===== src/rtl/jt10_pkg.sv =====
// Shared constants and types for the ADPCM-A channel scheduler.
// Covers the channel count, the slot width and the key-register bit layout.
package jt10_pkg;

  localparam int NUM_CH   = 6;
  localparam int SLOT_W   = 3;
  localparam int KOFF_BIT = 7;
  localparam int MASK_MSB = 5;

  typedef logic [NUM_CH-1:0] chmask_t;
  typedef logic [SLOT_W-1:0] slot_t;

  function automatic chmask_t slot_bit(slot_t s);
    return chmask_t'(1) << s;
  endfunction

endpackage


===== src/rtl/jt10_adpcma_pend.sv =====
// Per-channel pending key-on/key-off registers.
// Ports: rst_i/clk_i, cen_i + s_i consume slot s_i, wr_i/koff_i/mask_i post a write,
// kon_o/koff_o expose the pending masks.
module jt10_adpcma_pend
  import jt10_pkg::*;
(
  input  logic              rst_i,
  input  logic              clk_i,
  input  logic              cen_i,
  input  logic [SLOT_W-1:0] s_i,
  input  logic              wr_i,
  input  logic              koff_i,
  input  logic [NUM_CH-1:0] mask_i,
  output logic [NUM_CH-1:0] kon_o,
  output logic [NUM_CH-1:0] koff_o
);

  chmask_t kon_q, kon_d;
  chmask_t koff_q, koff_d;

  // The served slot is cleared first, so a write landing on the same clk
  // survives and is applied on the next visit to that channel.
  always_comb begin
    kon_d  = kon_q;
    koff_d = koff_q;
    if (cen_i) begin
      kon_d  = kon_d & ~slot_bit(s_i);
      koff_d = koff_d & ~slot_bit(s_i);
    end
    if (wr_i) begin
      if (koff_i) begin
        koff_d = koff_d | mask_i;
        kon_d  = kon_d & ~mask_i;
      end else begin
        kon_d  = kon_d | mask_i;
        koff_d = koff_d & ~mask_i;
      end
    end
  end

  always_ff @(posedge clk_i or posedge rst_i) begin
    if (rst_i) begin
      kon_q  <= '0;
      koff_q <= '0;
    end else begin
      kon_q  <= kon_d;
      koff_q <= koff_d;
    end
  end

  assign kon_o  = kon_q;
  assign koff_o = koff_q;

endmodule


===== src/rtl/jt10_adpcma_sched.sv =====
// Six-slot channel scheduler for the shared ADPCM-A decoder.
// Ports: cen advances the slot; wr_kon/kon_din post key commands; eos ends a
// sample; slot/ch_kon/ch_koff/frame pulse per slot; active/flags/irq report state.
module jt10_adpcma_sched
  import jt10_pkg::*;
(
  input  logic              rst,
  input  logic              clk,
  input  logic              cen,
  input  logic              wr_kon,
  input  logic [7:0]        kon_din,
  input  logic              eos,
  input  logic [NUM_CH-1:0] flag_clr,
  input  logic [NUM_CH-1:0] flag_mask,
  output logic [SLOT_W-1:0] slot,
  output logic              ch_kon,
  output logic              ch_koff,
  output logic              frame,
  output logic [NUM_CH-1:0] active,
  output logic [NUM_CH-1:0] flags,
  output logic              irq
);

  slot_t   cnt_q, cnt_d;
  slot_t   slot_q, slot_d;
  logic    kon_q, kon_d;
  logic    koff_q, koff_d;
  logic    frame_q, frame_d;
  chmask_t active_q, active_d;
  chmask_t flags_q, flags_d;
  chmask_t flag_set;
  logic    irq_q, irq_d;
  chmask_t kon_pend, koff_pend;
  chmask_t sbit;
  logic    unused_din6;

  assign unused_din6 = kon_din[6];
  assign sbit = slot_bit(cnt_q);

  jt10_adpcma_pend u_pend (
    .rst_i  (rst),
    .clk_i  (clk),
    .cen_i  (cen),
    .s_i    (cnt_q),
    .wr_i   (wr_kon),
    .koff_i (kon_din[KOFF_BIT]),
    .mask_i (kon_din[MASK_MSB:0]),
    .kon_o  (kon_pend),
    .koff_o (koff_pend)
  );

  always_comb begin
    cnt_d    = cnt_q;
    slot_d   = slot_q;
    kon_d    = 1'b0;
    koff_d   = 1'b0;
    frame_d  = 1'b0;
    active_d = active_q;
    flag_set = '0;
    if (cen) begin
      cnt_d   = (cnt_q == SLOT_W'(NUM_CH-1)) ? '0 : cnt_q + 1'b1;
      slot_d  = cnt_q;
      kon_d   = |(kon_pend & sbit);
      koff_d  = |(koff_pend & sbit);
      frame_d = (cnt_q == '0);
      // eos only counts for a playing channel; a key command in the same
      // slot still decides the final active state.
      if (eos && |(active_q & sbit)) begin
        flag_set = sbit;
        active_d = active_d & ~sbit;
      end
      if (kon_d)
        active_d = active_d | sbit;
      else if (koff_d)
        active_d = active_d & ~sbit;
    end
    flags_d = (flags_q & ~flag_clr) | flag_set;
    irq_d   = |(flags_q & ~flag_mask);
  end

  always_ff @(posedge clk or posedge rst) begin
    if (rst) begin
      cnt_q    <= '0;
      slot_q   <= '0;
      kon_q    <= 1'b0;
      koff_q   <= 1'b0;
      frame_q  <= 1'b0;
      active_q <= '0;
      flags_q  <= '0;
      irq_q    <= 1'b0;
    end else begin
      cnt_q    <= cnt_d;
      slot_q   <= slot_d;
      kon_q    <= kon_d;
      koff_q   <= koff_d;
      frame_q  <= frame_d;
      active_q <= active_d;
      flags_q  <= flags_d;
      irq_q    <= irq_d;
    end
  end

  assign slot    = slot_q;
  assign ch_kon  = kon_q;
  assign ch_koff = koff_q;
  assign frame   = frame_q;
  assign active  = active_q;
  assign flags   = flags_q;
  assign irq     = irq_q;

endmodule


===== config.mk =====
export PLATFORM = sky130hd
export DESIGN_NAME = jt10_adpcma_sched
export DESIGN_NICKNAME = d
export VERILOG_FILES = /design/src/rtl/jt10_pkg.sv /design/src/rtl/jt10_adpcma_pend.sv /design/src/rtl/jt10_adpcma_sched.sv
export SDC_FILE = /design/constraint.sdc
export NUM_CORES = 1
export LEC_CHECK = 0
export CAP_MARGIN = 20
export CORE_UTILIZATION = 35
export CTS_CLUSTER_DIAMETER = 200
export DETAILED_ROUTE_END_ITERATION = 16
export PLACE_DENSITY = 0.63
export SLEW_MARGIN = 20
export SYNTH_ARGS = -nofsm -noshare
export SYNTH_HDL_FRONTEND = slang
export SYNTH_SLANG_ARGS = --single-unit

===== constraint.sdc =====
create_clock -name clk -period 1.95 [get_ports clk]
set_input_delay 0.39 -clock clk [delete_from_list [all_inputs] [get_ports clk]]
set_output_delay 0.39 -clock clk [all_outputs]
set_load 0.05 [all_outputs]

## After elaboration in Yosys (flattened, before gate mapping)

Index checks and enable logic that the tools add are counted.

| storage, ports and cells | value |
|---|---|
| bits in writable memories | 0 |
| bits in read-only memories | 0 |
| register bits after elaboration | 34 |
| bits in latches | 0 |
| memories kept | 0 |

| cells by class | value |
|---|---|
| reductions and logical operators | 6 |
| mux-type cells | 16 |
| shift operators | 1 |
| add/sub/neg operators | 1 |
| divide/modulo/power cells | 0 |
| equal/unequal tests | 1 |
| bitwise gates (word level) | 19 |
| $lt $le $gt $ge | 0 |
| $mul | 0 |

Operators with widths:

| cell | count |
|---|---|
| 2-to-1 mux 6 bit | 12 |
| bitwise AND 6 bit | 11 |
| inverter 6 bit | 4 |
| OR 6 bit | 4 |
| OR reduction 6 bit | 4 |
| << shifter 1 x 3 -> 6 bit, first input constant | 1 |
| adder 3 x 1 -> 3 bit, second input constant | 1 |
| == test 3 bit, second input constant | 1 |
| zero test 3 bit | 1 |
| 2-to-1 mux 1 bit | 3 |
| 2-to-1 mux 3 bit | 1 |
| logical AND 1 bit | 1 |

## Longest topological paths before layout

Gate-level depths: netlist (run 1).

| depth | value |
|---|---|
| word-level depth | 9 |
| depth in mapped cells | 8 |
| mapped depth without buffers | 7 |

## By module

A second synthesis (run 1) with hierarchy kept.

| second synthesis, totals | value |
|---|---|
| cell total of the unflattened synthesis | 146 |
| area total of the unflattened synthesis | 1699.1 sq um |

By module, submodules not included:

| module | sequential area each (sq um) | instances | cells each | area each (sq um) |
|---|---|---|---|---|
| jt10_adpcma_sched | 550.5 | 1 | 106 | 1171.1 |
| jt10_adpcma_pend | 300.3 | 1 | 40 | 528.0 |

## Worst setup path after synthesis (run 1)

OpenSTA, ideal clock, no wires.

| timing path | value |
|---|---|
| path kind | register -> register |
| start | register (tool-made name) |
| end | register (tool-made name) |
| period minus slack after synthesis | 1720 ps |
| setup slack | 230 ps |
| path buffers | 0 |
| stages on the path, launching flop included | 6 |
| library setup time | 76 ps |
| data arrival time | 1643 ps |
| cell sequence | dfrtp_1 mux4_2 and2_4 o21ai_4 nand2b_4 o21ai_1 |

==> results of run 1 <==
==> worst paths after layout <==
check | start | to | slack [ps] | depth (start not counted)
hold reg to reg | u_pend.kon_o[1] | u_pend.kon_o[1] | 500 | 2
hold / removal | u_pend.kon_o[1] | u_pend.kon_o[1] | 500 | 2
setup / recovery | flip-flop | active[0] | 60 | 1
setup reg to reg | cnt_q[1] | flip-flop | 170 | 6
min in group asynchronous | rst | asynchronous set/reset pin | 510 | 3
max in group asynchronous | rst | u_pend.koff_o[1] | 1130 | 3
==> metrics by stage <==
step           power [uW]  cell area (sq um)  setup WS [ps]  hold slack, ps
2_1_floorplan        2230               1570            230             463
3_3_place_gp         2710               2050            172             481
3_5_place_dp         2760               2050            111             487
4_1_cts              3300               2140           13.2             502
5_1_grt              3490               2150           16.9             527
6_report             3270               2150           60.9             496
==> cells by family after synthesis <==
group | count (synthesis) | share of synthesized area
buf+inv | 23 | 0.0583
flops | 34 | 0.544
compound gates | 32 | 0.128
fa+ha+maj | 1 | 0.00799
mux | 13 | 0.0943
xor+xnor | 1 | 0.00560
simple gates | 51 | 0.162
==> layout by cell type, fill, tap and decap left out, drive strengths merged <==
| master | netlist | routed |
|---|---|---|
| or3 | 1 | 1 |
| nor2b | 2 | 2 |
| clkinv | 0 | 1 |
| clkdlybuf4s50 | 0 | 37 |
| a22o | 1 | 1 |
| o311ai | 1 | 1 |
| o211ai | 1 | 1 |
| nand2 | 20 | 20 |
| dfrtp | 34 | 34 |
| buf | 2 | 8 |
| inv | 17 | 17 |
| and2 | 4 | 4 |
| o22ai | 9 | 9 |
| a21oi | 3 | 3 |
| mux2 | 4 | 4 |
| a32oi | 1 | 1 |
| nor2 | 1 | 1 |
| mux2i | 8 | 8 |
| nand2b | 1 | 1 |
| clkbuf | 4 | 7 |
| xor2 | 1 | 1 |
| nand3 | 20 | 20 |
| o21ai | 15 | 15 |
| o41ai | 1 | 1 |
| nand3b | 2 | 2 |
| mux4 | 1 | 1 |
| dlymetal6s2s | 0 | 2 |
| ha | 1 | 1 |
==> report_power, final <==
group | switching, uW | total, uW | internal [uW]
sequential | 196 | 1120 | 921
combinational | 985 | 1630 | 640
clock | 241 | 526 | 285
total | 1420 | 3270 | 1850
==> synth_stat cells <==
cell,n,area (sq um)
a21oi_1,3,15.0
a22o_1,1,8.76
a32oi_1,1,8.76
and2_1,3,18.8
and2_4,1,8.76
buf_2,1,5.00
buf_4,1,7.51
clkbuf_1,4,15.0
dfrtp_1,34,851
ha_1,1,12.5
inv_1,17,63.8
mux2_2,4,45.0
mux2i_1,8,80.1
mux4_2,1,22.5
nand2_1,20,75.1
nand2b_4,1,13.8
nand3_1,20,100
nand3b_1,2,15.0
nor2_1,1,3.75
nor2b_1,2,12.5
o211ai_1,1,7.51
o21ai_0,8,40.0
o21ai_1,6,30.0
o21ai_4,1,16.3
o22ai_1,9,56.3
o311ai_1,1,8.76
o41ai_1,1,8.76
or3_1,1,6.26
xor2_1,1,8.76
==> cell type report <==
| cell class | instances | area share |
|---|---|---|
| clock buffers | 7 | 0.0401 |
| clock inverters | 1 | 0.00232 |
| inverters | 17 | 0.0296 |
| multi-input cells | 98 | 0.293 |
| flip-flops and latches | 34 | 0.395 |
| well taps | 50 | 0.0290 |
| repair buffers | 47 | 0.211 |
==> layer usage <==
| layer | GRT usage | part of all wire | wire length [microns] |
|---|---|---|---|
| met5 | 0 | 0 | 0 |
| met4 | 0.105 | 0.026 | 95 |
| met3 | 0.0378 | 0.071 | 260 |
| met2 | 0.273 | 0.46 | 1670 |
| met1 | 0.210 | 0.44 | 1610 |
==> flow_metrics.py, run 1 <==
metrics = {
    "route": {
        "viasPerCell": 5.17,
        "wire_per_inst_microns": 14.3,
        "dr.first_iter.drc_count": 62,
        "vias": 1313,
        "ant_nets": 0,
        "finalWirelength_microns": 3640,
        "route.detailed.drc": 0,
        "dr.pass1.iters": 6,
    },
    "clock_network": {
        "cts.sinks": 34,
        "cts_tree": "built",
        "h-tree-depth": 2,
        "cts_setup_buffers": 0,
        "cts_inserted_buffers": 5,
        "clk_latency_ps": 280,
        "ctsResizeCount": 0,
        "clock_path_buffers": 2,
        "path_clk_slew_ps": 70,
        "clock-root-buffer": "clkbuf_8",
        "hold_buffers": 0,
    },
    "setup_path": {
        "slowest_stage": "clkdlybuf4s50_1",
        "critPathMaxFanout": 3,
        "cp.buffers_inverters": 1,
        "path_delay_family": "buffers and inverters",
        "start_kind": "flip-flop",
        "cp_cell_sequence": "clkdlybuf4s50_1",
        "critPathArrivalTime_ps": 1500,
        "worstSetupPathType": "flip-flop to output port",
        "critPathMaxStageDelay_ps": 820,
        "endpoint_kind": "output port",
        "critical_path_required_ps": 1560,
    },
    "logic_synthesis": {
        "ys_ff_latch": 34,
        "syn_area_sq_um": 1570,
        "synth_seq_area_share": 0.544,
        "synth_cells": 155,
        "synth_warnings": 0,
        "synth_nets": 181,
        "synth.avg_cell_area_sq_um": 10.1,
        "yosysUniqueCellTypes": 29,
    },
    "layout": {
        "multi_input_area_sq_um": 631,
        "nets": 229,
        "final_util": 0.520,
        "synthToLayoutAreaGrowth_pct": 37.7,
        "nFillCells": 395,
        "insertedDiodeCount": 0,
        "drive_gt1_frac": 0.118,
        "fin_cells": 254,
        "register_area_sq_um": 851,
    },
    "grt": {
        "antenna_found_initial": 0,
        "grt_pass1_vias": 1318,
        "grt_max_degree": 35,
        "grt_pass1_wl_microns": 5830,
        "track_usage": 0.171,
        "grt-ovfl-total": 0,
    },
    "sta": {
        "finalSetupTns_ps": 0,
        "fin_crit_sh": 0.969,
        "finClkSkew_ps": 2.62,
        "slew_headroom": 0.635,
        "drv_slew": 0,
        "finalHoldViolations": 0,
        "tightest_slew_ps": 540,
        "finalCriticalPeriod_ps": 1890,
        "fmax_ghz": 0.529,
        "setup_viol": 0,
        "grt_setup_unrepaired": "no",
    },
    "hold_path": {
        "holdCritPathClass": "flip-flop to flip-flop",
    },
    "die": {
        "start_util": 0.378,
        "die_area_sq_um": 4740,
        "die_h_microns": 68.9,
        "row_count": 23,
        "coreArea_sq_um": 4140,
        "die_w_microns": 68.9,
        "pin_count": 44,
    },
    "power": {
        "p_per_area_nw_per_um2": 1520,
        "ir_worst_vdd_mv": 0.541,
        "leakage_uw": 0.00101,
    },
    "placement": {
        "portBuffers": 42,
        "place_hpwl_microns": 2790,
        "dp_cells": 246,
        "place_congestion": 0.847,
    },
    "status": {
        "status": "finished, final reports clean",
    },
    "job": {
        "maxCapViolCount": 0,
    },
}
Note: power is estimated with default switching activity, not from simulation.
==> inputs of run 2 (changes only) <==
--- a/config.mk
+++ b/config.mk
@@ -5,7 +5,6 @@
 export SDC_FILE = /design/constraint.sdc
 export NUM_CORES = 1
 export LEC_CHECK = 0
-export CAP_MARGIN = 20
 export CORE_UTILIZATION = 35
 export CTS_CLUSTER_DIAMETER = 200
 export DETAILED_ROUTE_END_ITERATION = 16
==> results of run 2 <==
Same layout as run 1: the final DEF is identical, and so are final timing and power.
==> inputs of run 3 (changes only) <==
--- a/config.mk
+++ b/config.mk
@@ -5,10 +5,11 @@
 export SDC_FILE = /design/constraint.sdc
 export NUM_CORES = 1
 export LEC_CHECK = 0
-export CORE_UTILIZATION = 35
+export CORE_MARGIN = 2
+export CORE_UTILIZATION = 47
 export CTS_CLUSTER_DIAMETER = 200
 export DETAILED_ROUTE_END_ITERATION = 16
-export PLACE_DENSITY = 0.63
+export PLACE_DENSITY = 0.8
 export SLEW_MARGIN = 20
 export SYNTH_ARGS = -nofsm -noshare
 export SYNTH_HDL_FRONTEND = slang
==> run 3 against run 2 <==
Net effect: cell count down 3.5%; critical path depth unchanged; critical path type unchanged; flip-flop and latch count unchanged; critical endpoint is now flags[2]; clock skew up 0.66 ps; combinational power down 4%; total power down 7.5%; non-clock buffer count down 2; die area down 20%; routed wire length down 0.55%; maximum frequency up 0.20%; via count down 0.15%; clock-buffer cell count unchanged.
==> flow_metrics.py, run 3 (synthesis gave the netlist of run 1 again) <==
metrics = {
    "status": {
        "status": "finished, final reports clean",
    },
    "setup_path": {
        "reg2reg_slack_ps": 150,
        "cp_cell_sequence": "clkdlybuf4s50_1",
        "startpoint": "flags[2]",
        "reg2regPathDepth": 6,
        "start_kind": "flip-flop",
        "path_delay_family": "buffers and inverters",
        "path_depth": 1,
        "worstSetupPathType": "flip-flop to output port",
        "endpoint_kind": "output port",
        "critPathMaxFanout": 2,
        "slowest_stage": "clkdlybuf4s50_1",
        "critical_path_required_ps": 1560,
        "cp.buffers_inverters": 1,
        "r2r_start": "cnt_q[1]",
        "endpoint": "flags[2]",
        "critPathArrivalTime_ps": 1500,
        "critPathMaxStageDelay_ps": 800,
    },
    "grt": {
        "grt_pass1_vias": 1266,
        "track_usage": 0.202,
        "antenna_found_initial": 0,
        "grt_pass1_wl_microns": 5530,
        "grt_max_degree": 35,
        "grt-ovfl-total": 0,
    },
    "route": {
        "dr.first_iter.drc_count": 28,
        "wire_per_inst_microns": 14.8,
        "vias": 1311,
        "viasPerCell": 5.35,
        "dr.pass1.iters": 4,
        "ant_nets": 0,
        "route.detailed.drc": 0,
        "finalWirelength_microns": 3620,
    },
    "placement": {
        "portBuffers": 42,
        "place_congestion": 0.826,
        "dp_cells": 238,
        "place_hpwl_microns": 2750,
    },
    "sta": {
        "fin_crit_sh": 0.967,
        "slew_headroom": 0.481,
        "grt_setup_unrepaired": "no",
        "finalHoldViolations": 0,
        "finalSetupTns_ps": 0,
        "setup_viol": 0,
        "drv_slew": 0,
        "fmax_ghz": 0.530,
        "tightest_slew_ps": 767,
        "finClkSkew_ps": 3.28,
        "finalCriticalPeriod_ps": 1890,
    },
    "job": {
        "maxCapViolCount": 0,
    },
    "die": {
        "pin_count": 44,
        "die_w_microns": 61.7,
        "row_count": 20,
        "coreArea_sq_um": 3100,
        "start_util": 0.504,
        "die_h_microns": 61.7,
        "die_area_sq_um": 3810,
    },
    "power": {
        "leakage_uw": 0.000973,
        "ir_worst_vdd_mv": 0.668,
        "clock_power_share": 0.116,
        "pwr-share-seq": 0.369,
        "internal_power_uw": 1640,
        "p_per_area_nw_per_um2": 1460,
        "switching_share": 0.457,
        "combPwrFrac": 0.515,
        "p_sw_uw": 1380,
    },
    "layout": {
        "insertedDiodeCount": 0,
        "drive_gt1_frac": 0.0896,
        "fin_cells": 245,
        "synthToLayoutAreaGrowth_pct": 32.4,
        "most-common-layout-cells": "dfrtp_1 (34), clkdlybuf4s50_1 (34), nand2_1 (20), nand3_1 (20), inv_1 (17)",
        "nets": 227,
        "nFillCells": 268,
    },
    "clock_network": {
        "cts.sinks": 34,
        "cts_tree": "built",
        "cts_setup_buffers": 0,
        "hold_buffers": 0,
        "path_clk_slew_ps": 90,
        "h-tree-depth": 2,
        "clock_path_buffers": 2,
        "clock-root-buffer": "clkbuf_4",
        "cts_inserted_buffers": 5,
        "clk_latency_ps": 330,
    },
    "hold_path": {
        "holdCritPathClass": "primary input to asynchronous set/reset pin",
    },
}
## run 3: cell count changes in the layout (fill, tap and decap cells not counted)
cell             delta
buf_4               -3
clkinv_2            -1
clkbuf_4            +5
dlygate4sd2_1       +5
o311ai_1            +1
clkdlybuf4s50_1     -3
clkbuf_8            -6
clkbuf_1            +1
dlymetal6s2s_1      -1
o311ai_2            -1
## run 3: how the worst min path moves through the flow
stage                     start                    endpoint  slack [ps]  cells past startpoint
3_3_place_gp    u_pend.kon_o[2]             u_pend.kon_o[2]         480                      2
6_report                    rst  asynchronous set/reset pin         450                      3
2_1_floorplan   u_pend.kon_o[5]             u_pend.kon_o[5]         460                      2
3_5_place_dp   u_pend.koff_o[4]            u_pend.koff_o[4]         490                      2
5_1_grt                     rst  asynchronous set/reset pin         500                      3
4_1_cts                     rst  asynchronous set/reset pin         460                      3
## run 3: area by class of cell
type	instances	area, sq um	share of cell area
multi-input combinational	98	623	0.301
tap	44	55.1	0.0266
inverter	17	63.8	0.0308
timing repair buffer	45	434	0.210
sequential	34	851	0.411
clock buffer	7	45.0	0.0217
## run 3: per-layer routing
layer  wire [microns]  track usage  vias to the layer above  part of all wire
li1                 -            -                      629                 -
met1             1490        0.228                      627              0.41
met2             1760        0.356                       48              0.49
met3              287       0.0663                        7             0.079
met4               82       0.0760                        0             0.023
met5                0            0                        -                 0
## run 3: metrics by stage
step	util	total power (uW)	hold WS (ps)	worst slack [ps]	area, sq um
finish	0.668	3020	449	64.6	2070
detailed placement	0.654	2720	493	154	2030
floorplan	-	2230	463	230	1570
global placement	0.654	2670	483	195	2030
CTS	0.667	3040	457	17.4	2070
global route	0.668	3200	503	5.03	2070
## run 3: timing repair
item                                    in CTS  in global routing
resized for setup                            5                  1
cloned                                       0                  0
endpoints found under the setup margin       5                  1
## run 3: power by group through the flow
stage | registers, uW | logic, uW | clock network [uW]
2_1_floorplan | 1510 | 714 | 0
3_3_place_gp | 1120 | 1550 | 0
3_5_place_dp | 1140 | 1590 | 0
4_1_cts | 1120 | 1560 | 361
5_1_grt | 1140 | 1670 | 388
6_report | 1120 | 1560 | 351
